### src/rtl/fpnew_pipe_result_buffer.sv
// fpnew_pipe_result_buffer
// Output-side result buffer between an FPU operation group's last pipeline
// stage and the result arbiter. Results are stored in a circular FIFO and
// presented in order. in_ready_o depends only on registered occupancy, which
// cuts the combinational out_ready_i path back into the pipeline.
//
// Optional feature: define FPNEW_RESULT_BUF_BYPASS_EN to enable a zero-latency
// fall-through path when the buffer is empty.
module fpnew_pipe_result_buffer #(
    parameter int unsigned DataWidth = 32,
    parameter int unsigned TagWidth  = 1,
    parameter int unsigned AuxWidth  = 1,
    parameter int unsigned Depth     = 2,
    parameter int unsigned CntWidth  = $clog2(Depth + 1)
) (
    input  logic                 clk_i,
    input  logic                 rst_i,
    input  logic                 in_valid_i,
    output logic                 in_ready_o,
    input  logic [DataWidth-1:0] result_i,
    input  logic [4:0]           status_i,
    input  logic [TagWidth-1:0]  tag_i,
    input  logic [AuxWidth-1:0]  aux_i,
    input  logic                 flush_i,
    output logic                 out_valid_o,
    input  logic                 out_ready_i,
    output logic [DataWidth-1:0] result_o,
    output logic [4:0]           status_o,
    output logic [TagWidth-1:0]  tag_o,
    output logic [AuxWidth-1:0]  aux_o,
    output logic [CntWidth-1:0]  count_o,
    output logic                 busy_o
);

    localparam int unsigned PtrWidth = (Depth > 1) ? $clog2(Depth) : 1;
    localparam logic [CntWidth-1:0] CntFull = CntWidth'(Depth);
    localparam logic [PtrWidth-1:0] PtrLast = PtrWidth'(Depth - 1);

    logic [DataWidth-1:0] result_q [Depth];
    logic [4:0]           status_q [Depth];
    logic [TagWidth-1:0]  tag_q    [Depth];
    logic [AuxWidth-1:0]  aux_q    [Depth];

    logic [CntWidth-1:0] count_q;
    logic [PtrWidth-1:0] wr_ptr_q;
    logic [PtrWidth-1:0] rd_ptr_q;

    logic empty;
    logic push;
    logic wr_en;
    logic pop;

    // Pointers wrap at Depth-1 so non-power-of-2 depths work.
    function automatic logic [PtrWidth-1:0] next_ptr(input logic [PtrWidth-1:0] ptr);
        logic [PtrWidth-1:0] nxt;
        if (ptr == PtrLast) begin
            nxt = '0;
        end else begin
            nxt = ptr + 1'b1;
        end
        return nxt;
    endfunction

    assign empty      = (count_q == '0);
    assign in_ready_o = (count_q != CntFull) & ~rst_i;
    assign push       = in_valid_i & in_ready_o & ~flush_i;
    assign count_o    = count_q;
    assign busy_o     = ~empty | in_valid_i;

`ifdef FPNEW_RESULT_BUF_BYPASS_EN
    logic bypass;
    assign bypass = empty & in_valid_i;

    // Fall-through when empty; a bypassed entry taken downstream is never stored.
    always_comb begin
        out_valid_o = (~empty | in_valid_i) & ~rst_i & ~flush_i;
        pop         = out_valid_o & out_ready_i & ~empty;
        wr_en       = push & ~(bypass & out_ready_i);
        result_o    = result_q[rd_ptr_q];
        status_o    = status_q[rd_ptr_q];
        tag_o       = tag_q[rd_ptr_q];
        aux_o       = aux_q[rd_ptr_q];
        if (bypass) begin
            result_o = result_i;
            status_o = status_i;
            tag_o    = tag_i;
            aux_o    = aux_i;
        end
    end
`else
    // Registered-only output: head entry comes straight from storage.
    always_comb begin
        out_valid_o = ~empty & ~rst_i & ~flush_i;
        pop         = out_valid_o & out_ready_i;
        wr_en       = push;
        result_o    = result_q[rd_ptr_q];
        status_o    = status_q[rd_ptr_q];
        tag_o       = tag_q[rd_ptr_q];
        aux_o       = aux_q[rd_ptr_q];
    end
`endif

    // Occupancy, pointers and storage; flush resets bookkeeping but keeps contents.
    always_ff @(posedge clk_i) begin
        if (rst_i) begin
            count_q  <= '0;
            wr_ptr_q <= '0;
            rd_ptr_q <= '0;
            for (int unsigned i = 0; i < Depth; i++) begin
                result_q[i] <= '0;
                status_q[i] <= '0;
                tag_q[i]    <= '0;
                aux_q[i]    <= '0;
            end
        end else if (flush_i) begin
            count_q  <= '0;
            wr_ptr_q <= '0;
            rd_ptr_q <= '0;
        end else begin
            if (wr_en) begin
                result_q[wr_ptr_q] <= result_i;
                status_q[wr_ptr_q] <= status_i;
                tag_q[wr_ptr_q]    <= tag_i;
                aux_q[wr_ptr_q]    <= aux_i;
                wr_ptr_q           <= next_ptr(wr_ptr_q);
            end
            if (pop) begin
                rd_ptr_q <= next_ptr(rd_ptr_q);
            end
            case ({wr_en, pop})
                2'b10:   count_q <= count_q + 1'b1;
                2'b01:   count_q <= count_q - 1'b1;
                default: count_q <= count_q;
            endcase
        end
    end

endmodule

### config.mk
export PLATFORM = sky130hd
export DESIGN_NAME = fpnew_pipe_result_buffer
export DESIGN_NICKNAME = d
export VERILOG_FILES = /design/src/rtl/fpnew_pipe_result_buffer.sv
export SDC_FILE = /design/constraint.sdc
export NUM_CORES = 1
export LEC_CHECK = 0
export ABC_AREA = 1
export CAP_MARGIN = 20
export CELL_PAD_IN_SITES_DETAIL_PLACEMENT = 1
export CELL_PAD_IN_SITES_GLOBAL_PLACEMENT = 2
export CORE_ASPECT_RATIO = 0.8
export CORE_MARGIN = 1
export CORE_UTILIZATION = 30
export CTS_CLUSTER_DIAMETER = 40
export DETAILED_ROUTE_END_ITERATION = 8
export MAX_ROUTING_LAYER = met4
export PLACE_DENSITY_LB_ADDON = 0.15
export SLEW_MARGIN = 20
export SYNTH_ARGS = -nofsm -noshare
export SYNTH_HDL_FRONTEND = slang
export SYNTH_SLANG_ARGS = --single-unit
### constraint.sdc
create_clock -name clk_i -period 2.3 [get_ports clk_i]
set_clock_uncertainty 0.05 [all_clocks]
set_input_delay 0.46 -clock clk_i [delete_from_list [all_inputs] [get_ports clk_i]]
set_output_delay 0.46 -clock clk_i [all_outputs]
set_load 0.03 [all_outputs]
# == Yosys cells after proc, flatten, opt, wreduce, memory -nomap -nowiden ==
# Memory sizes are Yosys's and may differ from the RTL's. A register that Yosys moved wholly into a read port is not among the register bits.
# Index checks and enable logic that the tools add are counted.
# op_classes
n_addsub,4
eq_ne,3
muxes,29
bitwise_logic,10
reduce_logical,7
# op_table
op,n
2-to-1 mux 32 bit,1
OR reduction 32 bit,1
2-to-1 mux 1 bit,26
bitwise AND 1 bit,6
2-to-1 mux 5 bit,1
OR reduction 5 bit,1
case mux 2 bit (2 select lines),1
inverter 1 bit,3
"adder 1 bit, second input constant",2
"adder 2 x 1 -> 2 bit, second input constant",1
"== test 2 x 1 -> 1 bit, second input constant",1
"== test 2 bit, second input constant",1
logical NOT 2 bit,1
"!= test 2 bit, second input constant",1
nonzero test 2 bit,1
OR reduction 1 bit,2
OR reduction 2 bit,1
"subtractor 2 x 1 -> 2 bit, second input constant",1
bitwise OR 1 bit,1
# totals
register_bits,4
mem_bits_rw,78
output_inout_bits,44
elab_cells,60
memories,4
# memory_table
memory,depth,width,read_ports,rd_clocked_by_memory_dff,wr,line_no,rtl
result_q,2,32,1,1,2,39,logic [DataWidth-1:0] result_q [Depth];
status_q,2,5,1,1,2,40,logic [4:0] status_q [Depth];
aux_q,2,1,1,1,2,42,logic [AuxWidth-1:0] aux_q [Depth];
tag_q,2,1,1,1,2,41,logic [TagWidth-1:0] tag_q [Depth];

# == Logic depth before layout (Yosys ltp) ==
# logic_depth
ltp_word,10
depth_mapped,9
depth_no_buf,9

# == Worst setup path before layout ==
# No wires, ideal clock.
# synth_path
path_type,register to register
from,"register count_q[0], in the netlist count_o[0]"
to,"memory aux_q[1], enable pin"
setup_time_ps,397
t_arrival_ps,1941
required_time_ps,1853
path_slack_ps,-88
path_stages_with_launch,6
synth_period_minus_slack_ps,2388
cell_sequence,dfxtp_1 -> inv_1 -> nand2_2 -> nand4_4 -> buf_6 -> nand2_1
# synth_lines
item,line_no,rtl
from (decl),44,logic [CntWidth-1:0] count_q;
from (signal assigned),131,2'b10: count_q <= count_q + 1'b1;
from (signal assigned),132,2'b01: count_q <= count_q - 1'b1;
from (signal assigned),133,default: count_q <= count_q;
to (decl),42,

==> results.txt <==
Status: completed
Synthesized area: 3720 um2
Final WS setup: 172 ps
RD Place Congestion: 0.688
Sequential area share after synthesis: 65.7%
Cell count after synthesis: 289
Layout area overhead: 36.7%
Placed insts: 523
Height of the die: 102 um
Tot GR Track Use: 13.7%
Vias in the first global route: 2529
R2r setup slk: 660 ps
# hold bufs at CTS: 0
Die area: 12900 um2
Residual DRC count: 0
Drt pass-1 iters: 4
Post-synthesis net count: 334
Die width: 126 um
Clock Tree Buf Depth: 2
Maxcap violations: 0
Fin crit period: 2130 ps
CP arrival: 1620 ps
Pre-CTS setup slack: 7.19 ps
Slew @ Worst Pin: 359 ps
Post-Synth XOR/XNOR Area: 0%
Slew Viols, Final: 0
Synth Area in Simple Gates: 13.6%
Hold Startpoint: rd_ptr_q
Num CTS Buffers: 9
Yosys cell types: 19
Final std cells w/o fill: 539
Row count: 35
Adder-cell share of the synthesized area: 0.336%
Vias/cell: 4.36
Port-buffer cells: 87
Critical Path End Type: primary output
Antenna viol nets, final: 0
Starting Density: 31.6%
Nets: 431
Average instance area after synthesis: 12.9 um2
VDD IR max: 380 uV
Seq cells post-synth: 83
Final hold vios: 0
Layout cells sized above 1: 25.3%
R2R Path End: count_o[1]
Main combinational cell family by area after synthesis: simple AND/OR/NAND/NOR gates
Initial DRC Count: 79
Post-DP Area: 4810 um2
Final setup TNS: 0 ps
Fillers: 1263
Core ar.: 11800 um2
Tot Pwr: 3.68 mW
Antenna violations before repair: 0
Tcrit/Tclk final: 92.5%
WP data required: 1790 ps
WL final: 7730 um
CTS tree: done
Reg2reg start: count_o[0]
Leakage: 2.14 nW
HP Class: flop to flop
Compound-Gate Fraction of Synth Area: 0.673%
Core Util, Final: 43.2%
H-tree lvl count: 3
First-pass GRT wire length: 12800 um
CP startpoint kind: flop
Multiplexer area fraction after synthesis: 11.8%
DP Wirelength: 5120 um
R2R cell count: 7
Hold endpoint: rd_ptr_q
Final Instance Area: 5080 um2
Largest net degree at the start of global routing: 22
Vias: 2350
Slew HR: 76.0%
Antenna diode count: 0
Pwr/cell area: 724 nW/um2
Crit Path Class: flop to primary output
Grt total ovfl: 0
Num ports: 88
Clk pin slew, worst setup/hold paths: 60 ps
Clock latency at the later pin of the worst-skew pair: 330 ps
Number of synthesis warnings: 0
Root Buffer: clkbuf_16
RSZ-0062 raised after global routing: no
Final setup vio count: 0
TritonCTS Sinks: 83
WHS: 506 ps
Peak fanout along the critical path: 21
Hold Path Depth: 4
F_max: 470 MHz
Drt wl/cell: 14.3 um
## layout by cell type, fill, tap and decap left out, types with 6 or more instances in the layout
cell	instances
buf_4	8
buf_12	6
dlygate4sd2_1	39
nand2_1	7
edfxtp_1	78
nor2_1	60
inv_1	47
nor2_2	23
clkbuf_16	9
mux2_2	39
clkdlybuf4s50_1	45
## cell type report
type	count	area, um2	share of cell area, %
Clock buffer	11	233	4.58
Multi-Input combinational cell	147	987	19.4
Tap cell	148	185	3.64
Inverter	47	176	3.47
Clock inverter	5	86.3	1.70
Sequential cell	83	2440	48.1
Timing Repair Buffer	98	972	19.1
## how the worst max path moves through the flow
stage	start	endpoint	slack, ps	depth (start not counted)
finish	flop	result_o[1]	170	3
global route	flop	result_o[1]	90	3
CTS	flop	result_o[1]	140	3
detailed placement	in_valid_i	busy_o	7	3
global placement	in_valid_i	busy_o	40	3
floorplan	count_o[0]	aux_q[1]	290	5
## sequential cells by signal, indices dropped and copies added, names as in the netlist, named ones only
| name | count |
|---|---|
| rd_ptr_q | 1 |
| wr_ptr_q | 1 |
| status_q | 10 |
| count_o | 2 |
| aux_q | 2 |
| tag_q | 2 |
| result_q | 64 |
## what timing repair did
item / 4_1_cts / 5_1_grt
buffers inserted: 0 / 0
endpoints found under the setup margin: 39 / 0
resized for setup: 39 / 0
## report_power, final
part | internal [mW] | switching, mW | total (mW) | leakage (nW)
clock | 0.959 | 0.573 | 1.53 | 0.154
sequential | 1.72 | 0.0158 | 1.74 | 0.846
combinational | 0.176 | 0.233 | 0.409 | 1.14
total | 2.86 | 0.822 | 3.68 | 2.14
## per-layer routing
layer	wire length [um]	global-route usage [%]
met4	97	4.73
met5	0	-
met1	3640	17.1
met2	3570	21.5
met3	420	3.86
## Yosys cell counts (all sizes together)
cell type  number  area (um2)
buf            12         119
nand4           3        48.8
a21oi           4        20.0
or2             2        12.5
nand2          10        40.0
edfxtp         78        2340
nor2           84         389
ha              1        12.5
o21ai           1        5.00
nand3           3        15.0
mux2           39         439
dfxtp           5         100
inv            47         176
## worst max-delay path, stage by stage, from the launching register on
cell	delay, ps
dfxtp_2	370
buf_12	190
mux2_2	370
dlygate4sd2_1	360
## kinds of logic after synthesis
kind of cell,count (synthesis)
AND/OR/NAND/NOR,102
flip-flops,83
buffers and inverters,59
multiplexers,39
AO/OA/AOI/OAI,5
adder cells (fa/ha/maj),1
(Power assumes the default switching activity.)
